==> config.mk <==
export PLATFORM = sky130hd
export DESIGN_NAME = btn_debouncer
export DESIGN_NICKNAME = d
export VERILOG_FILES = /design/src/rtl/btn_debouncer.sv
export SDC_FILE = /design/constraint.sdc
export NUM_CORES = 1
export LEC_CHECK = 0
export CAP_MARGIN = 25
export CORE_ASPECT_RATIO = 0.9
export CORE_MARGIN = 8
export CORE_UTILIZATION = 30
export DETAILED_ROUTE_END_ITERATION = 8
export SETUP_SLACK_MARGIN = 0.3
export SLEW_MARGIN = 25
export SYNTH_ARGS = -nofsm -noshare
export SYNTH_HDL_FRONTEND = slang
export SYNTH_SLANG_ARGS = --single-unit
==> constraint.sdc <==
create_clock -name clk -period 2.26 [get_ports clk]
set_clock_uncertainty 0.05 [all_clocks]
set_input_delay 0.452 -clock clk [delete_from_list [all_inputs] [get_ports clk]]
set_output_delay 0.452 -clock clk [all_outputs]
set_load 0.01 [all_outputs]
==> src/rtl/btn_debouncer.sv <==
// btn_debouncer: per-channel 2-flop synchronizer plus debounce FSM with registered level and press/release pulses
module btn_debouncer #(
  parameter int N_BTN     = 5,
  parameter int DB_CYCLES = 500_000
) (
  input  logic             clk,
  input  logic             rst_n,
  input  logic [N_BTN-1:0] i_btn,
  output logic [N_BTN-1:0] o_btn_level,
  output logic [N_BTN-1:0] o_btn_press,
  output logic [N_BTN-1:0] o_btn_release
);
  localparam int CW = $clog2(DB_CYCLES);
  localparam logic [CW-1:0] LAST = CW'(DB_CYCLES - 1);
  typedef enum logic [1:0] {IDLE, PRESS_WAIT, HELD, RELEASE_WAIT} state_t;
  logic [N_BTN-1:0] sync_a, sync_b;
  always_ff @(posedge clk or negedge rst_n)
    if (!rst_n) begin
      sync_a <= '0;
      sync_b <= '0;
    end else begin
      sync_a <= i_btn;
      sync_b <= sync_a;
    end
  for (genvar g = 0; g < N_BTN; g++) begin : g_ch
    state_t        st;
    logic [CW-1:0] cnt;
    logic          lvl, prs, rls;
    always_ff @(posedge clk or negedge rst_n)
      if (!rst_n) begin
        st  <= IDLE;
        cnt <= '0;
        lvl <= 1'b0;
        prs <= 1'b0;
        rls <= 1'b0;
      end else begin
        prs <= 1'b0;
        rls <= 1'b0;
        case (st)
          IDLE:
            if (sync_b[g]) begin
              st  <= PRESS_WAIT;
              cnt <= CW'(1);
            end
          PRESS_WAIT:
            if (!sync_b[g]) begin
              st  <= IDLE;
              cnt <= '0;
            end else if (cnt == LAST) begin
              st  <= HELD;
              cnt <= '0;
              lvl <= 1'b1;
              prs <= 1'b1;
            end else cnt <= cnt + CW'(1);
          HELD:
            if (!sync_b[g]) begin
              st  <= RELEASE_WAIT;
              cnt <= CW'(1);
            end
          default:
            if (sync_b[g]) begin
              st  <= HELD;
              cnt <= '0;
            end else if (cnt == LAST) begin
              st  <= IDLE;
              cnt <= '0;
              lvl <= 1'b0;
              rls <= 1'b1;
            end else cnt <= cnt + CW'(1);
        endcase
      end
    assign o_btn_level[g]   = lvl;
    assign o_btn_press[g]   = prs;
    assign o_btn_release[g] = rls;
  end
endmodule

==> impl_results.md <==
- Initial Util: 0.3034
- Non-filler cells, final: 1179
- CTS root buf: clkbuf_16
- Site row count: 54
- Post-layout util: 0.3948
- Total grt overflow: 0
- CTS tree: yes
- N_diodes: 0
- DRC: 0
- CTS sink cnt: 130
- Final #Nets: 896
- Critical Path Fanout Max: 4
- Cell count after placement: 1101
- Setup TNS: 0 ns
- Share of cells above drive strength 1: 0.2606
- Initial antenna violation count: 0
- Crit start category: flip-flop
- Post-Place Cell Area: 8021 µm²
- Slew at the pin closest to its max-slew limit: 0.4498 ns
- Core area: 24050 µm²
- Hold Slack: 0.2963 ns
- Final Setup Violations: 0
- Post-synthesis sequential area ratio: 0.4457
- Hold EP: sync_b[3]
- WP data arrival: 2.36 ns
- Most common cell in the netlist: dfrtp_1
- Routed Antenna Nets: 0
- Final HPWL DP: 10190 µm
- Most frequent cells after synthesis: 130 x dfrtp_1, 96 x nor2_1, 59 x nand2_1, 42 x o21ai_0, 35 x nand3_1
- R2r setup slk: 0.14 ns
- Vias in the first global route: 5607
- Power per cell area: 962.0 nW/µm²
- Place WS: 0.06726 ns
- Primary FF master, synth: dfrtp_1
- # port buffers: 21
- DRT Wirelength: 16270 µm
- EDFF count, synth: 0
- Leak: 3.953 nW
- Cell taking the most area after synthesis: dfrtp_1
- Die Ht: 164.0 µm
- Syn_nets: 812
- Cell count of the worst reg-to-reg path: 5
- Status: completed
- Fill cells: 2354
- RSZ-0062 raised after global routing: yes
- Die ar.: 29580 µm²
- Final GP Congestion: 0.7853
- Top cell type's share of synthesized area: 0.4457
- Hold Path Origin: sync_a[3]
- Max Cap Violations: 0
- Longest Clk Path Bufs: 2
- Overall Global Routing Usage: 0.1085
- Synth warn: 0
- CP endpoint kind: flip-flop
- Vias: 5906
- Num CTS Buffers: 17
- Max Slew Vio Count: 0
- Crit path time final: 2.124 ns
- Post-synthesis register bit count: 130
- Die X: 180.4 µm
- Final WS setup: 0.1363 ns
- CP Data Required Time: 2.50 ns
- Synthesized area: 7298 µm²
- Vias/cell: 5.009
- Hold path depth: 0
- Area grow syn2layout: 30.10%
- Worst reg2reg path startpoint: g_ch[0].cnt[11]
- Hold Path Class: flip-flop to flip-flop
- Ys async rst share: 1.000
- Synth Instances: 775
- Count of different cell masters after synthesis: 59
- Detail-routed net length per standard cell: 13.80 µm
- Final Hold Fails: 0
- Crit Reg-Reg Endpoint: g_ch[0].lvl
- Design area: 9495 µm²
- Power consumption: 9.135 mW
- Initial drt markers: 458
- Worst slew margin: 0.6916
- Htree depth: 4
- Peak VDD IR: 0.4004 mV
- First-pass GRT wire length: 27170 µm
- Clk Latency, worst-skew pair: 0.42 ns
- FMAX: 470.9 MHz
- First-pass DRT Iterations: 4
- Worst-path clk slew: 0.06 ns
- WS Path Type: flip-flop to flip-flop
- Syn Area/Cell: 9.417 µm²
- Pin count of the biggest net entering global routing: 46
- Number of I/O pins: 22
- Final worst path period share: 0.9397
- Top post-synthesis cells by area: dfrtp_1 45%, ha_1 5.1%, nor2_1 4.9%
## routing by layer
| layer | wire, µm | share of wire | GRT usage |
|---|---|---|---|
| met1 | 8005 | 0.49 | 0.1477 |
| met2 | 7614 | 0.47 | 0.1678 |
| met3 | 474 | 0.029 | 0.02587 |
| met4 | 177 | 0.011 | 0.03566 |
| met5 | 0 | 0 | 0 |
## repair_timing
item | in CTS | in global routing
cloned | 2 | 3
hold endpoints to repair | 42 | 0
endpoints found under the setup margin | 75 | 98
pin swaps | 8 | 34
buffers inserted | 18 | 23
hold buffers | 1 | 0
resized for setup | 24 | 110
## critical path: stages (launching register included)
cell and delay (ns):
dfrtp_1 0.37, or4b_1 0.52, or4_4 0.47, or2_4 0.28
o41ai_2 0.19, a22oi_1 0.12
## where the power goes
| part | internal (mW) | switching [mW] | total [mW] |
|---|---|---|---|
| sequential | 2.53 | 0.227 | 2.76 |
| combinational | 1.66 | 2.00 | 3.66 |
| clock | 1.64 | 1.07 | 2.72 |
| total | 5.83 | 3.30 | 9.13 |
## how the worst max path moves through the flow
stage / end / slack [ns] / from
finish: g_ch[0].lvl / 0.14 / g_ch[0].cnt[11]
global route: g_ch[0].cnt[2] / 0.04 / g_ch[0].cnt[11]
CTS: g_ch[0].lvl / 0.16 / g_ch[0].cnt[11]
global placement: g_ch[0].cnt[12] / 0.09 / g_ch[0].cnt[11]
floorplan: g_ch[0].lvl / 0.19 / g_ch[0].cnt[11]
detailed placement: g_ch[0].cnt[13] / 0.07 / g_ch[0].cnt[11]
## layout make-up
class                   instances  area, µm²  area share
clock inverters                13      137.6     0.01449
clock buffers                  18      439.2     0.04625
multi-input cells             576       4277      0.4504
flip-flops and latches        130       3269      0.3443
well taps                     308      385.4     0.04059
inverters                      34      127.6     0.01344
repair buffers                100      859.6     0.09053
## registers in the layout, summed over array words and instances, names as in the netlist, named ones only
signal    cells
g_ch.lvl      5
sync_a        5
g_ch.prs      5
g_ch.rls      5
sync_b        5
g_ch.st       5
g_ch.cnt     95
## cell usage in the layout, fill, tap and decap left out, drive strengths merged, types with 21 or more instances in the layout
cell / instances
nand4: 24
nor2: 98
buf: 79
o21ai: 45
a21oi: 21
a22o: 27
nand2: 59
xor2: 25
ha: 30
nor3: 27
nand3: 35
dfrtp: 130
inv: 35
## kinds of logic (layout without fill, tap and decap cells)
kind of cell             Yosys count  in the layout  synth area share
AO/OA/AOI/OAI                    137            138            0.1286
buffers and inverters             71            165           0.04457
adder cells (fa/ha/maj)           30             30           0.05143
flip-flops                       130            130            0.4457
multiplexers                      21             21           0.02983
AND/OR/NAND/NOR                  341            342            0.2458
XOR/XNOR                          45             45           0.05400
(Power assumes the default switching activity.)
